==> config.mk <==
export PLATFORM = sky130hd
export DESIGN_NAME = ram_port_arbiter
export DESIGN_NICKNAME = d
export VERILOG_FILES = /design/src/rtl/ram_arb_pkg.sv /design/src/rtl/ram_port_arbiter_rr_pick2.sv /design/src/rtl/ram_port_arbiter.sv
export SDC_FILE = /design/constraint.sdc
export NUM_CORES = 1
export LEC_CHECK = 0
export CORE_UTILIZATION = 25
export CTS_BUF_LIST = sky130_fd_sc_hd__clkbuf_8 sky130_fd_sc_hd__clkbuf_16
export DETAILED_ROUTE_END_ITERATION = 8
export GPL_TIMING_DRIVEN = 0
export PLACE_DENSITY_LB_ADDON = 0.1
export SYNTH_ARGS = -nofsm -noshare
export SYNTH_HDL_FRONTEND = slang
export SYNTH_SLANG_ARGS = --single-unit
==> constraint.sdc <==
create_clock -name clk -period 13.8 [get_ports clk]
set_clock_uncertainty 0.1 [all_clocks]
set_input_delay 2.76 -clock clk [delete_from_list [all_inputs] [get_ports clk]]
set_output_delay 2.76 -clock clk [all_outputs]
set_load 0.01 [all_outputs]
==> src/rtl/ram_arb_pkg.sv <==
// Shared defaults, requester-count limits and per-requester read tag encoding
// for the two-port RAM arbiter.
package ram_arb_pkg;

  localparam int unsigned NREQ_DEF = 4;
  localparam int unsigned NREQ_MIN = 2;
  localparam int unsigned NREQ_MAX = 8;
  localparam int unsigned AW_DEF   = 6;
  localparam int unsigned DW_DEF   = 8;

  // Which RAM port an outstanding read was issued on
  typedef enum logic [1:0] {
    TAG_NONE = 2'd0,
    TAG_P1   = 2'd1,
    TAG_P2   = 2'd2
  } port_tag_e;

endpackage

==> src/rtl/ram_port_arbiter_rr_pick2.sv <==
// Round-robin two-winner picker: first requester at/after ptr, then the next
// requester that does not clash with the first (conf[first][cand]).
module rr_pick2
  import ram_arb_pkg::*;
#(
  parameter  int unsigned NREQ = NREQ_DEF,
  localparam int unsigned PW   = $clog2(NREQ)
) (
  input  logic [NREQ-1:0]           req,
  input  logic [NREQ-1:0][NREQ-1:0] conf,
  input  logic [PW-1:0]             ptr,
  output logic [PW-1:0]             idx1,
  output logic                      vld1,
  output logic [PW-1:0]             idx2,
  output logic                      vld2
);

  logic [PW-1:0] cand;

  always_comb begin
    idx1 = '0;
    vld1 = 1'b0;
    idx2 = '0;
    vld2 = 1'b0;
    cand = '0;
    for (int unsigned k = 0; k < NREQ; k++) begin
      cand = PW'((32'(ptr) + k) % NREQ);
      if (req[cand]) begin
        if (!vld1) begin
          idx1 = cand;
          vld1 = 1'b1;
        end else if (!vld2 && !conf[idx1][cand]) begin
          idx2 = cand;
          vld2 = 1'b1;
        end
      end
    end
  end

endmodule

==> src/rtl/ram_port_arbiter.sv <==
// Arbitrates NREQ requesters onto a dual-port RAM, two grants per cycle.
// Optional RAM_ARB_STATS_EN adds a saturating conflict_cnt output.
module ram_port_arbiter
  import ram_arb_pkg::*;
#(
  parameter int unsigned NREQ = NREQ_DEF,
  parameter int unsigned AW   = AW_DEF,
  parameter int unsigned DW   = DW_DEF
) (
  input  logic              clk,
  input  logic              rst_n,
  input  logic [NREQ-1:0]   req,
  input  logic [NREQ-1:0]   req_we,
  input  logic [NREQ*AW-1:0] req_adr,
  input  logic [NREQ*DW-1:0] req_wdata,
  output logic [NREQ-1:0]   gnt,
  output logic [NREQ-1:0]   rvalid,
  output logic [NREQ*DW-1:0] rdata,
  output logic [DW-1:0]     data1,
  output logic [AW-1:0]     adr1,
  output logic              we1,
  output logic [DW-1:0]     data2,
  output logic [AW-1:0]     adr2,
  output logic              we2,
  input  logic [DW-1:0]     q1,
  input  logic [DW-1:0]     q2
`ifdef RAM_ARB_STATS_EN
  ,
  output logic [15:0]       conflict_cnt
`endif
);

  localparam int unsigned PW = $clog2(NREQ);

  logic [AW-1:0]             adr_a [NREQ];
  logic [DW-1:0]             wd_a  [NREQ];
  logic [NREQ-1:0][NREQ-1:0] conf;
  logic [PW-1:0]             rr_ptr, i1, i2, last;
  logic                      v1_raw, v2_raw, v1, v2;
  port_tag_e                 tag [NREQ];

  for (genvar g = 0; g < NREQ; g++) begin : g_unpack
    assign adr_a[g] = req_adr[g*AW +: AW];
    assign wd_a[g]  = req_wdata[g*DW +: DW];
    for (genvar h = 0; h < NREQ; h++) begin : g_conf
      assign conf[g][h] = (g != h) && (adr_a[g] == adr_a[h]) && (req_we[g] || req_we[h]);
    end
  end

  rr_pick2 #(
    .NREQ (NREQ)
  ) u_pick (
    .req  (req),
    .conf (conf),
    .ptr  (rr_ptr),
    .idx1 (i1),
    .vld1 (v1_raw),
    .idx2 (i2),
    .vld2 (v2_raw)
  );

  // Grants are blanked combinationally so nothing reaches the RAM during reset
  assign v1   = v1_raw & rst_n;
  assign v2   = v2_raw & rst_n;
  assign last = v2 ? i2 : i1;

  always_comb begin
    gnt   = '0;
    we1   = 1'b0;
    adr1  = '0;
    data1 = '0;
    we2   = 1'b0;
    adr2  = '0;
    data2 = '0;
    if (v1) begin
      gnt[i1] = 1'b1;
      we1     = req_we[i1];
      adr1    = adr_a[i1];
      data1   = wd_a[i1];
    end
    if (v2) begin
      gnt[i2] = 1'b1;
      we2     = req_we[i2];
      adr2    = adr_a[i2];
      data2   = wd_a[i2];
    end
  end

  always_ff @(posedge clk or negedge rst_n) begin
    if (!rst_n) begin
      rr_ptr <= '0;
    end else if (v1) begin
      rr_ptr <= (32'(last) == NREQ - 1) ? '0 : last + PW'(1);
    end
  end

  always_ff @(posedge clk or negedge rst_n) begin
    if (!rst_n) begin
      for (int unsigned i = 0; i < NREQ; i++) tag[i] <= TAG_NONE;
    end else begin
      for (int unsigned i = 0; i < NREQ; i++) begin
        if (v1 && 32'(i1) == i && !req_we[i])      tag[i] <= TAG_P1;
        else if (v2 && 32'(i2) == i && !req_we[i]) tag[i] <= TAG_P2;
        else                                       tag[i] <= TAG_NONE;
      end
    end
  end

  // RAM registers q one cycle after the address, aligning with the tag flop
  always_comb begin
    rvalid = '0;
    rdata  = '0;
    for (int unsigned i = 0; i < NREQ; i++) begin
      rvalid[i] = (tag[i] != TAG_NONE);
      case (tag[i])
        TAG_P1:  rdata[i*DW +: DW] = q1;
        TAG_P2:  rdata[i*DW +: DW] = q2;
        default: rdata[i*DW +: DW] = '0;
      endcase
    end
  end

`ifdef RAM_ARB_STATS_EN
  logic deferred;

  assign deferred = v1 && |(req & conf[i1]);

  always_ff @(posedge clk or negedge rst_n) begin
    if (!rst_n) begin
      conflict_cnt <= '0;
    end else if (deferred && conflict_cnt != '1) begin
      conflict_cnt <= conflict_cnt + 16'd1;
    end
  end
`endif

endmodule
==> results.md <==
- Setup Fix Bufs, Post-CTS: 0
- CTS-repair resized insts: 0
- Ant. Diodes: 0
- WP data required: 10.94 ns
- Share of layout cells above drive strength 1: 11.54%
- Via/cell ratio: 5.453
- IO Pins: 152
- Post-synthesis register bit count: 10
- Max Buffers Root-to-Sink: 2
- R2r setup slk: 8.06 ns
- Hold Path Cell Cnt: 4
- Die height: 126.6 µm
- First-pass GRT wire length: 26340 µm
- Clock root cell: clkbuf_16
- Async SR Flop Fraction: 100.0%
- Top-count cell post-synth: nor2b_1
- DR iter-0 viols: 353
- Final Slew Violations: 0
- Primary FF master, synth: dfrtp_1
- Area grow syn2layout: 46.28%
- Post-synth EDFFs: 0
- Synth area leaders: mux4_2 12%, nor2b_1 9.2%, a22oi_1 7.2%
- Synth top area share: 11.60%
- Setup TNS: 0 ns
- Synth cell count leaders: 57 x nor2b_1, 39 x nand2_1, 37 x a22oi_1, 28 x clkbuf_1, 24 x nor2_1
- Highest clock rate: 91.78 MHz
- Worst-Margin Slew: 1.076 ns
- Rows: 45
- Clock slew at reported path FFs: 0.04 ns
- Post-Syn Instances: 499
- Clk_lat worst skew: 0.24 ns
- Yosys top cell by area: mux4_2
- DP Wirelength: 13510 µm
- HP Start: rr_ptr[1]$_DFFE_PN0P_
- Syn Area/Cell: 7.781 µm²
- Post-Layout Cell Count: 838
- HP Class: reg -> reg
- Largest net degree at the start of global routing: 17
- Vias in the first global route: 4655
- Antenna-violating nets left: 0
- Static leakage: 1.980 nW
- Max Fanout on Critical Path: 10
- Cell Pwr Density: 203.3 nW/µm²
- Final Hold Viols: 0
- Dpl cells: 833
- I/O Buffers: 146
- Syn_nets: 594
- CP Launch Type: input port
- CTS Buf Count: 3
- Tmin final: 10.90 ns
- Distinct cells, synth: 64
- Placeable Area: 15200 µm²
- Vias: 4570
- Post-synthesis sequential area ratio: 6.445%
- Total die area: 16030 µm²
- Post-route DRC: 0
- RR Startpoint: rr_ptr[0]$_DFFE_PN0P_
- Clock sinks: 10
- Worst path arrival time: 8.04 ns
- Outcome: completed
- RSZ-0062 raised after global routing: no
- R2R Path End: tag[1]$_DFF_PN0_
- Max H-tree Level: 1
- Period utilisation layout: 78.95%
- R2R cell count: 19
- Hold-fix buffers at CTS: 0
- Hold Path End: rr_ptr[1]$_DFFE_PN0P_
- Worst Setup SP: req[2]
- Synth warn: 0
- GP Congestion: 0.9205
- Total track usage: 20.72%
- Max-Cap Viols: 0
- CP Capture Type: output port
- Initial Util: 25.54%
- Routed wire length: 16860 µm
- Die W: 126.6 µm
- GRT overflow: 0
- Syn Std Cell Area: 3882 µm²
- Initial antenna violation count: 0
- Setup violators final: 0
- CTS tree: yes
- Drt pass-1 iters: 5
- Worst slew margin: 27.59%
- Layout Nets: 746
- Max VDD drop: 0.00009863 V
- WL/cell: 20.12 µm
- Crit path kind: in -> out
-- cell families (layout without fill, tap and decap cells) --
kind of cell               Yosys count  count (layout)  synth area share, %
AOI/OAI and AO/OA                  142             142                28.59
xor gates and xnor gates            37              37                8.347
and+or+nand+nor                    197             197                28.65
adders and majority gates           13              13                4.190
muxes                               38              38                16.82
DFF                                 10              10                6.445
buffers and inverters               62             213                6.961
-- layout by cell type (no fill, tap or decap), types with 3 or more instances in the layout --
cell             synthesis  layout
clkdlybuf4s50_1          0     146
nor4bb_1                 3       3
nand4_1                  6       6
xnor2_1                 15      15
nand2_1                 39      39
clkbuf_1                28      28
clkbuf_16                0       3
buf_6                    2       3
nor2_1                  24      24
mux2_2                  10      10
a31oi_1                  4       4
a31o_2                   3       3
inv_1                   17      17
a22oi_1                 37      37
nor4_1                   7       7
o2111ai_1                3       3
a22o_1                   9       9
nor4b_1                  4       4
o21a_1                   3       3
mux4_2                  20      20
o21ai_0                 12      12
nand3_1                  7       7
a211oi_1                22      22
nor2b_1                 57      57
and3_1                  11      11
xor2_1                  22      22
dfrtp_1                 10      10
a21oi_1                 15      15
buf_2                   11      11
and2_1                  14      14
o31ai_1                  3       3
nor3_1                   8       8
a221oi_1                 3       3
nand2b_1                 4       4
ha_1                    13      13
a211o_1                  4       4
a221oi_2                 7       7
mux2i_1                  6       6
-- metal layers --
metal	share of wire, %	wire, µm	global-route usage, %	up-vias
met5	0	0	0	-
met4	0.55	93	3.827	0
met3	5.6	943	2.362	8
met2	47	7958	34.64	183
met1	47	7869	28.78	2191
li1	-	-	-	2188
-- layout make-up --
type                            count  area (µm²)
Clock buffer                        4       88.84
Sequential cell                    10       250.2
Tap cell                          188       235.2
Inverter                           17       63.81
Fill cell                        1612        9523
Timing Repair Buffer              147        1473
Multi-Input combinational cell    427        3362
Buffer                             45       206.4
-- sequential cells by signal, summed over array words and instances (netlist names) --
register / flops
tag: 8
rr_ptr: 2
-- per-stage QoR --
step	area, µm²	utilization [%]	power (mW)	hold slack, ns	setup WS (ns)
CTS	5668	37.28	1.156	0.9517	2.874
global route	5679	37.36	1.244	1.046	2.498
detailed placement	5579	36.70	1.090	0.9461	2.917
global placement	5579	36.70	1.092	0.9542	2.833
finish	5679	37.36	1.155	0.9506	2.905
floorplan	3882	-	0.7306	0.8100	4.862
-- power by group --
part | internal (mW) | switching [mW]
registers | 0.0373 | 0.00651
clock network | 0.0436 | 0.0139
logic | 0.492 | 0.562
-- worst max path at each step --
stage,slack (ns),end
after floorplan,4.86,adr2[0]
after global placement,2.83,data2[4]
after detailed placement,2.92,adr2[5]
after CTS,2.87,data2[4]
after global routing,2.50,data2[4]
final,2.90,data2[1]
-- critical path, stage by stage --
cell,delay (ns)
clkdlybuf4s50_1,0.54
clkbuf_1,0.37
nor2b_1,0.31
a21oi_1,0.10
a21oi_1,0.22
ha_1,0.32
nor2b_1,0.15
mux2i_1,0.32
a2111oi_0,0.21
a31o_2,0.26
nor4_1,0.28
a22oi_1,0.15
buf_4,0.20
o21ai_2,0.28
clkbuf_1,0.37
and2_1,0.20
a221oi_2,0.06
a211oi_1,0.32
clkdlybuf4s50_1,0.61
No activity file was read; power rests on OpenSTA's default activity.
